File: src/rtl/aes_pkg.sv
// Shared AES MixColumns types, GF(2^8) helpers and the engine FSM encoding.
package aes_pkg;

    localparam logic [7:0] AES_POLY = 8'h1B;
    localparam int         NB       = 4;

    typedef logic [127:0] state_t;
    typedef logic [31:0]  col_t;
    typedef logic [7:0]   byte_t;

    typedef enum logic [1:0] {
        IDLE,
        RUN,
        DONE
    } fsm_state_t;

    // Multiply by x modulo x^8+x^4+x^3+x+1.
    function automatic byte_t xtime(input byte_t b);
        return b[7] ? ({b[6:0], 1'b0} ^ AES_POLY) : {b[6:0], 1'b0};
    endfunction

    function automatic byte_t gf_mul2(input byte_t b);
        return xtime(b);
    endfunction

    function automatic byte_t gf_mul4(input byte_t b);
        return xtime(xtime(b));
    endfunction

    function automatic byte_t gf_mul8(input byte_t b);
        return xtime(xtime(xtime(b)));
    endfunction

    // Column 0 occupies the MSBs of the state (FIPS-197 byte order).
    function automatic col_t get_col(input state_t s, input logic [1:0] idx);
        return s[127 - 32 * int'(idx) -: 32];
    endfunction

    function automatic state_t set_col(input state_t s, input logic [1:0] idx, input col_t c);
        state_t r;
        r = s;
        r[127 - 32 * int'(idx) -: 32] = c;
        return r;
    endfunction

endpackage

File: src/rtl/mix_columns_engine_core.sv
// Combinational single-column MixColumns / InvMixColumns.
module mix_column_core
    import aes_pkg::*;
(
    input  logic inv,
    input  col_t col_in,
    output col_t col_out
);

    byte_t a0, a1, a2, a3;
    byte_t f0, f1, f2, f3;
    byte_t p, q, t, p4, q4, t8;

    // The inverse matrix differs from the forward one by 8*(a0^a1^a2^a3)
    // plus 4*(a0^a2) on even rows or 4*(a1^a3) on odd rows.
    always_comb begin
        a0 = col_in[31:24];
        a1 = col_in[23:16];
        a2 = col_in[15:8];
        a3 = col_in[7:0];

        p  = a0 ^ a2;
        q  = a1 ^ a3;
        t  = p ^ q;

        f0 = a0 ^ t ^ gf_mul2(a0 ^ a1);
        f1 = a1 ^ t ^ gf_mul2(a1 ^ a2);
        f2 = a2 ^ t ^ gf_mul2(a2 ^ a3);
        f3 = a3 ^ t ^ gf_mul2(a3 ^ a0);

        p4 = gf_mul4(p);
        q4 = gf_mul4(q);
        t8 = gf_mul8(t);

        col_out = {f0, f1, f2, f3};
        if (inv) begin
            col_out = {f0 ^ t8 ^ p4, f1 ^ t8 ^ q4, f2 ^ t8 ^ p4, f3 ^ t8 ^ q4};
        end
    end

endmodule

File: src/rtl/mix_columns_engine.sv
// Iterative AES (Inv)MixColumns over a 128-bit state with valid/ready on both sides.
module mix_columns_engine
    import aes_pkg::*;
#(
    parameter int COLS_PER_CYC = 1,
    parameter int NUM_COLS     = NB
) (
    input  logic         clk,
    input  logic         rst,
    input  logic         in_valid,
    output logic         in_ready,
    input  logic         in_inv,
    input  logic [127:0] in_state,
    output logic         out_valid,
    input  logic         out_ready,
    output logic [127:0] out_state,
    output logic         busy
);

    localparam int         GROUPS   = NUM_COLS / COLS_PER_CYC;
    localparam logic [1:0] LAST_GRP = 2'(GROUPS - 1);

    if (!(COLS_PER_CYC == 1 || COLS_PER_CYC == 2 || COLS_PER_CYC == 4) || NUM_COLS != NB) begin : g_bad_param
        $error("mix_columns_engine: COLS_PER_CYC must be 1, 2 or 4 and NUM_COLS must be 4");
    end

    fsm_state_t state_q, state_d;
    state_t     work_q, work_d, result_q;
    logic [1:0] cnt_q;
    logic       inv_q;

    logic [1:0] col_idx [COLS_PER_CYC];
    col_t       col_res [COLS_PER_CYC];

    for (genvar g = 0; g < COLS_PER_CYC; g++) begin : g_core
        assign col_idx[g] = 2'(int'(cnt_q) * COLS_PER_CYC + g);

        mix_column_core u_core (
            .inv    (inv_q),
            .col_in (get_col(work_q, col_idx[g])),
            .col_out(col_res[g])
        );
    end

    always_comb begin
        work_d = work_q;
        for (int g = 0; g < COLS_PER_CYC; g++) begin
            work_d = set_col(work_d, col_idx[g], col_res[g]);
        end
    end

    always_comb begin
        state_d = state_q;
        case (state_q)
            IDLE:    if (in_valid)            state_d = RUN;
            RUN:     if (cnt_q == LAST_GRP)   state_d = DONE;
            DONE:    if (out_ready)           state_d = IDLE;
            default:                          state_d = IDLE;
        endcase
    end

    always_ff @(posedge clk or posedge rst) begin
        if (rst) begin
            state_q <= IDLE;
        end else begin
            state_q <= state_d;
        end
    end

    // The result register only updates on the final group, so the previous
    // result stays visible on out_state while the next state is in flight.
    always_ff @(posedge clk or posedge rst) begin
        if (rst) begin
            work_q   <= '0;
            result_q <= '0;
            cnt_q    <= '0;
            inv_q    <= 1'b0;
        end else begin
            case (state_q)
                IDLE: begin
                    if (in_valid) begin
                        work_q <= in_state;
                        inv_q  <= in_inv;
                        cnt_q  <= '0;
                    end
                end
                RUN: begin
                    work_q <= work_d;
                    cnt_q  <= cnt_q + 2'd1;
                    if (cnt_q == LAST_GRP) begin
                        result_q <= work_d;
                    end
                end
                default: ;
            endcase
        end
    end

    assign in_ready  = (state_q == IDLE);
    assign out_valid = (state_q == DONE);
    assign busy      = (state_q != IDLE);
    assign out_state = result_q;

endmodule

File: config.mk
export PLATFORM = sky130hd
export DESIGN_NAME = mix_columns_engine
export DESIGN_NICKNAME = d
export VERILOG_FILES = /design/src/rtl/aes_pkg.sv /design/src/rtl/mix_columns_engine_core.sv /design/src/rtl/mix_columns_engine.sv
export SDC_FILE = /design/constraint.sdc
export NUM_CORES = 1
export LEC_CHECK = 0
export BUFFER_PORTS_ARGS = -buffer_cell sky130_fd_sc_hd__clkbuf_2
export CORE_MARGIN = 4
export CORE_UTILIZATION = 25
export DETAILED_ROUTE_END_ITERATION = 12
export SYNTH_ARGS = -nofsm -noshare
export SYNTH_HDL_FRONTEND = slang
export SYNTH_SLANG_ARGS = --single-unit
File: constraint.sdc
create_clock -name clk -period 7.3 [get_ports clk]
set_input_delay 0.73 -clock clk [delete_from_list [all_inputs] [get_ports clk]]
set_output_delay 0.73 -clock clk [all_outputs]
set_load 0.01 [all_outputs]
* Word level (Yosys, flattened, before mapping)
Index checks and enable logic that the tools add are counted.
** Storage, ports and cells
- Bits in registers :: 261
- Input port bits :: 133
- Output and inout port bits :: 131
- Logic and storage cells :: 79
** Operators by class
- $add $sub $neg :: 3
- Equal/unequal tests :: 6
- Shifts and indexed selects :: 3
- Mux-type cells :: 21
- Bitwise logic cells :: 34
- Reductions and logical operators :: 7
** Operator list (count)
- 128-bit case mux with 2 select lines :: 1
- 8-bit bitwise XOR :: 23
- 32-bit by 33-bit variable shift with 159-bit output, first input constant :: 1
- 159-bit by 8-bit variable part select with 32-bit output :: 1
- 32-bit by 33-bit variable part select with 159-bit output :: 1
- 128-bit bitwise mux :: 1
- 128-bit two-way mux :: 1
- 5-bit two-way mux :: 11
- 4-bit inverter :: 11
- 8-bit negation with 33-bit output :: 1
- 32-bit two-way mux :: 1
- 2-bit two-way mux :: 4
- 7-bit by 7-bit subtractor with 8-bit output, first input constant :: 1
- 2-bit case mux with 3 select lines :: 1
- 2-bit AND reduction :: 3
- 2-bit equality test, second input constant :: 2
- 2-bit != test, second input constant :: 2
- 2-bit case mux with 2 select lines :: 1
- 2-bit nonzero test :: 2
- 3-bit AND reduction :: 1
- 2-bit by 1-bit adder with 2-bit output, second input constant :: 1
- 2-bit by 1-bit equality test with 1-bit output, second input constant :: 1
- 2-bit zero test :: 1
- 2-bit by 1-bit != test with 1-bit output, second input constant :: 1

* Logic depth before layout (Yosys ltp)
- Word-level depth :: 16
- Mapped depth :: 13
- Mapped depth without buffers :: 8

* By module
Synthesis repeated with hierarchy kept, for this count alone.
** Second synthesis, totals
- Cells, all modules :: 1416
- Area, all modules :: 14692.8 um^2
** By module, submodules not included
- mix_columns_engine :: times used 1, cells each 1221, area an instance 12901.1 um^2, sequential area each 6531.3 um^2
- mix_column_core :: times used 1, cells each 195, area an instance 1791.7 um^2, sequential area each 0.0 um^2

* Worst setup path before layout
Ideal clock, no wire load.
- Path kind :: register -> register
- Start :: reg cnt_q[0]
- End :: reg result_q[53], in the netlist out_state[53]
- Library setup time :: 0.124 ns
- Arrival time :: 3.270 ns
- Required time :: 7.176 ns
- Path slack :: 3.906 ns
- Cell stages (with the launch flop) :: 12
- Path buffers :: 3
- Clock period less this slack :: 3.394 ns
- Cells stage by stage :: dfrtp_1 > buf_6 > buf_12 > buf_12 > mux4_1 > xnor2_2 > xnor2_1 > xnor3_1 > and2_2 > xnor3_1 > a221oi_2 > nor2_1
** On the way
- Word-level cells in the longest chain between the ends :: 14
- Elaborated cells on any way between the ends :: 54
- Classes of those cells :: 2 x add/sub; 1 x eq/ne; 3 x shift; 13 x mux; 34 x bitwise; 1 x reduce/logical
** RTL lines
- from (decl) :: line mix_columns_engine.sv:29 : logic [1:0] cnt_q;
- from (signal assigned) :: line mix_columns_engine.sv:89 : cnt_q <= cnt_q + 2'd1;
- 7-bit by 7-bit subtractor with 8-bit output :: line aes_pkg.sv:36, aes_pkg.sv:42
- 159-bit by 8-bit variable part select with 32-bit output :: line aes_pkg.sv:36 : return s[127 - 32 * int'(idx) -: 32];
- 8-bit bitwise XOR (on tied branches) :: line mix_columns_engine_core.sv:22, mix_columns_engine_core.sv:23
- 8-bit bitwise XOR :: line mix_columns_engine_core.sv:24 : t = p ^ q;
- 5-bit two-way mux / 4-bit inverter (equally long branches)
- 4-bit inverter (no source line) / 5-bit two-way mux (equally long branches)
- 5-bit two-way mux :: line aes_pkg.sv:19 : return b[7] ? ({b[6:0], 1'b0} ^ AES_POLY) : {b[6:0], 1'b0};
- 4-bit inverter (no source line)
- 5-bit two-way mux :: line aes_pkg.sv:19
- 8-bit bitwise XOR (2 in series) :: line mix_columns_engine_core.sv:37 : col_out = {f0 ^ t8 ^ p4, f1 ^ t8 ^ q4, f2 ^ t8 ^ p4, f3 ^ t8 ^ q4};
- 32-bit two-way mux :: line mix_columns_engine_core.sv:36 : if (inv) begin
- 32-bit by 33-bit variable part select with 159-bit output :: line aes_pkg.sv:42 : r[127 - 32 * int'(idx) -: 32] = c;
- 128-bit bitwise mux :: line aes_pkg.sv:42
- to (signal assigned) :: line mix_columns_engine.sv:91 : result_q <= work_d;
- to (decl) :: line mix_columns_engine.sv:28 : state_t work_q, work_d, result_q;
Several ways; a longest one is shown, not always the timed one.
A chain may end at the register's enable or synchronous reset.

* Worst setup path in the final report
- Start :: reg cnt_q[0]
- End :: reg work_q[49]
** On the way
- Word-level cells in the longest chain between the ends :: 15
- Elaborated cells on any way between the ends :: 53
- Classes of those cells :: 2 x add/sub; 3 x shift; 14 x mux; 34 x bitwise
** RTL lines
- 7-bit by 7-bit subtractor with 8-bit output (*) :: line aes_pkg.sv:36, aes_pkg.sv:42
- 159-bit by 8-bit variable part select with 32-bit output :: line aes_pkg.sv:36
- 8-bit bitwise XOR (on tied branches) :: line mix_columns_engine_core.sv:22, mix_columns_engine_core.sv:23
- 8-bit bitwise XOR :: line mix_columns_engine_core.sv:24
- 5-bit two-way mux / 4-bit inverter (equally long branches)
- 4-bit inverter (no source line) / 5-bit two-way mux (equally long branches)
- 5-bit two-way mux :: line aes_pkg.sv:19
- 4-bit inverter (no source line)
- 5-bit two-way mux :: line aes_pkg.sv:19
- 8-bit bitwise XOR (2 in series) :: line mix_columns_engine_core.sv:37
- 32-bit two-way mux :: line mix_columns_engine_core.sv:36
- 32-bit by 33-bit variable part select with 159-bit output :: line aes_pkg.sv:42
- 128-bit bitwise mux (*) :: line aes_pkg.sv:42
- 128-bit case mux with 2 select lines (*) :: line mix_columns_engine.sv:79 : case (state_q)
- to (signal assigned) :: line mix_columns_engine.sv:82 : work_q <= in_state;
- to (signal assigned) :: line mix_columns_engine.sv:88 : work_q <= work_d;
- to (decl) :: line mix_columns_engine.sv:28
Every way passes the cells marked *; elsewhere a longest branch is shown, timed or not.

==> results_dict.tcl <==
set metrics [dict create \
    fill_cells 5577 \
    drt_first_pass_iters 9 \
    grt_setup_unrepaired "no" \
    post-route-drc-count 0 \
    maximum_fanout_encountered_on_the_critical_timing_path 28 \
    top_cells_by_area_in_the_synthesized_netlist "dfrtp_1 47%, xnor2_1 6.5%, o21ai_0 4.5%" \
    path_buf_inv 2 \
    endpoint_kind "register" \
    design.portCount 264 \
    postCtsSetupRepairBufs 0 \
    routabilityCongestion 0.892 \
    worst_hold_path_type "in -> reg" \
    ys_seq_area_share_pct 47.2 \
    timing_max_transition_violations_final 0 \
    die_area_sq_um 59100 \
    design.final.nets 1656 \
    yosysUniqueCellTypes 48 \
    timing.final.crit_share_pct 74.0 \
    outcome "complete, no violations" \
    syn_area_sq_um 13800 \
    global_route.usage.total_pct 18.3 \
    cts-hold-fix-buffers 0 \
    post_drt_wl_per_cell_um 25.1 \
    placedCellCount 2183 \
    tightest_slew_margin_relative_to_the_limit_pct 9.76 \
    cts_inserted_buffers 30 \
    postSynth.asyncResetShare_pct 100 \
    fin_hold_ws_ps 336 \
    initial_utilization_pct 25.5 \
    drive_gt1_share_pct 25.9 \
    utilization_pct 31.1 \
    dp.final_hpwl_um 40600 \
    count_of_state_elements_after_synthesis 261 \
    synth_top_cell_area_share_pct 47.2 \
    route.final.wire_length_um 56200 \
    worstSkewPairLatency_ps 600 \
    floorplan.die.width_um 243 \
    cts-root-buf "clkbuf_16" \
    hold_viol_final 0 \
    yosys_warnings 0 \
    postSynthCellCount 1302 \
    critical_path.startpoint_type "register" \
    synth.most_common_cell "dfrtp_1" \
    vias_in_the_first_global_route 11901 \
    cts-htree-levels 1 \
    die_y_um 243 \
    cts_resized 0 \
    antenna_left 0 \
    syn-num-nets 1439 \
    flow.area_growth_from_synthesis_pct 21.9 \
    setup_viol_count_final 0 \
    synth-edff-count 0 \
    synth_top_cells_by_count "261 x dfrtp_1, 150 x nand2_1, 124 x o21ai_0, 102 x xnor2_1, 89 x clkbuf_1" \
    crit_path_cell_trace "inv_1, ha_1, clkinv_1, nor3_4, nand2_1, o21ai_0" \
    grt_start_max_net_pins 104 \
    via_count 11982 \
    initial_antenna_violation_count 4 \
    tritoncts_clock_tree "yes" \
    placement.io_buffers 263 \
    postSynth.topFlopCell "dfrtp_1" \
    stdcell_count 2238 \
    critical_path_class "reg -> reg" \
    layout_min_cycle_time_ps 5400 \
    first_pass_grt_wire_length_um 82700 \
    setup_total_negative_slack_ps 0 \
    timing.clock.skew_ps 38.3 \
    cp_data_arrival_time_ps 5880 \
    fmaxAchievable_mhz 185 \
    drt-initial-drc-count 1282 \
    grt_overflow_total 0 \
    number_of_buffers_between_clock_root_and_the_deepest_sink 3 \
    post-synth-top-area-cell "dfrtp_1" \
    slew_at_the_pin_closest_to_its_max_slew_limit_ps 1350 \
    cp_slowest_stage_delay_ps 1370 \
    post_drt_via_cell_ratio 5.35 \
    worst-endpoint-required_ps 7780 \
    placement_rows 85 \
    maximum_capacitance_violations 0 \
    avg_synthesized_cell_area_sq_um 10.6 \
    critical-path-slowest-cell "nor3_4" \
    cell_class_contributing_the_biggest_share_of_worst_path_delay "simple AND/OR/NAND/NOR gates" \
    cts.sinks 261 \
    clk_pin_slew_ps 60 \
    core_area_sq_um 54200 \
    combined_area_of_the_multi_input_logic_cells_sq_um 6820 \
    seqCellArea_sq_um 6530 \
]
worst paths after layout:
path	startpoint	to	slack [ps]	cells past startpoint
max	cnt_q[0]	work_q[49]	1900	6
min	out_ready	state_q[1]	340	2
max reg2reg	cnt_q[0]	work_q[49]	1900	6
min reg2reg	out_state[22]	out_state[22]	480	2
max in group asynchronous	rst	work_q[59]	5190	4
min in group asynchronous	rst	work_q[24]	380	3
state kept, by name, summed over array words and instances (netlist names):
signal,flops
state_q,2
cnt_q,2
out_state,128
work_q,128
inv_q,1
routing by layer:
metal | up-vias | part of all wire [%] | wire [um] | track usage (%)
met1 | 6070 | 39 | 22100 | 23.9
met3 | 97 | 11 | 6040 | 5.02
met5 | - | 0.046 | 26 | 0
met4 | 4 | 2.8 | 1600 | 4.94
li1 | 5156 | - | - | -
met2 | 655 | 47 | 26500 | 29.9
worst register-to-register path: stages, from the launching register on:
cell	delay, ps
dfrtp_2	740
inv_1	450
ha_1	560
clkinv_1	1160
nor3_4	1380
nand2_1	650
o21ai_0	350
area by class of cell:
type | count | share of cell area [%]
multi-input cells | 910 | 40.5
flip-flops and latches | 261 | 38.8
repair buffers | 283 | 8.71
well taps | 696 | 5.17
clock buffers | 42 | 5.08
clock inverters | 12 | 1.01
inverters | 33 | 0.758
diodes | 1 | 0.0149
cell families after synthesis:
kind of cell               synth area share, %
muxes                                     5.60
DFF                                       47.2
xor gates and xnor gates                  14.0
AOI/OAI and AO/OA                         19.0
adders and majority gates                0.362
and+or+nand+nor                           9.86
buffers and inverters                     3.94
per-stage QoR:
step | setup WS (ps) | instance area [sq um]
after global routing | 1700 | 16800
after detailed placement | 2040 | 15800
after global placement | 2080 | 15800
after CTS | 2000 | 16800
after floorplan | 3130 | 13800
final | 1900 | 16800
layout by cell type, fill, tap and decap left out, drive strengths merged, types with 24 or more instances in the layout:
master	Yosys	routed
xnor2	121	121
inv	29	29
a222oi	24	24
o21ai	134	134
nor2	61	61
clkbuf	89	305
and3	54	54
a21oi	73	73
dfrtp	261	261
a22oi	80	80
a221oi	33	33
nand2	150	150
mux4	32	32
xor2	37	37
Power is left out: the tool's default activity adds up to more than one toggle a clock period on the data nets, which glitch-free logic cannot reach.
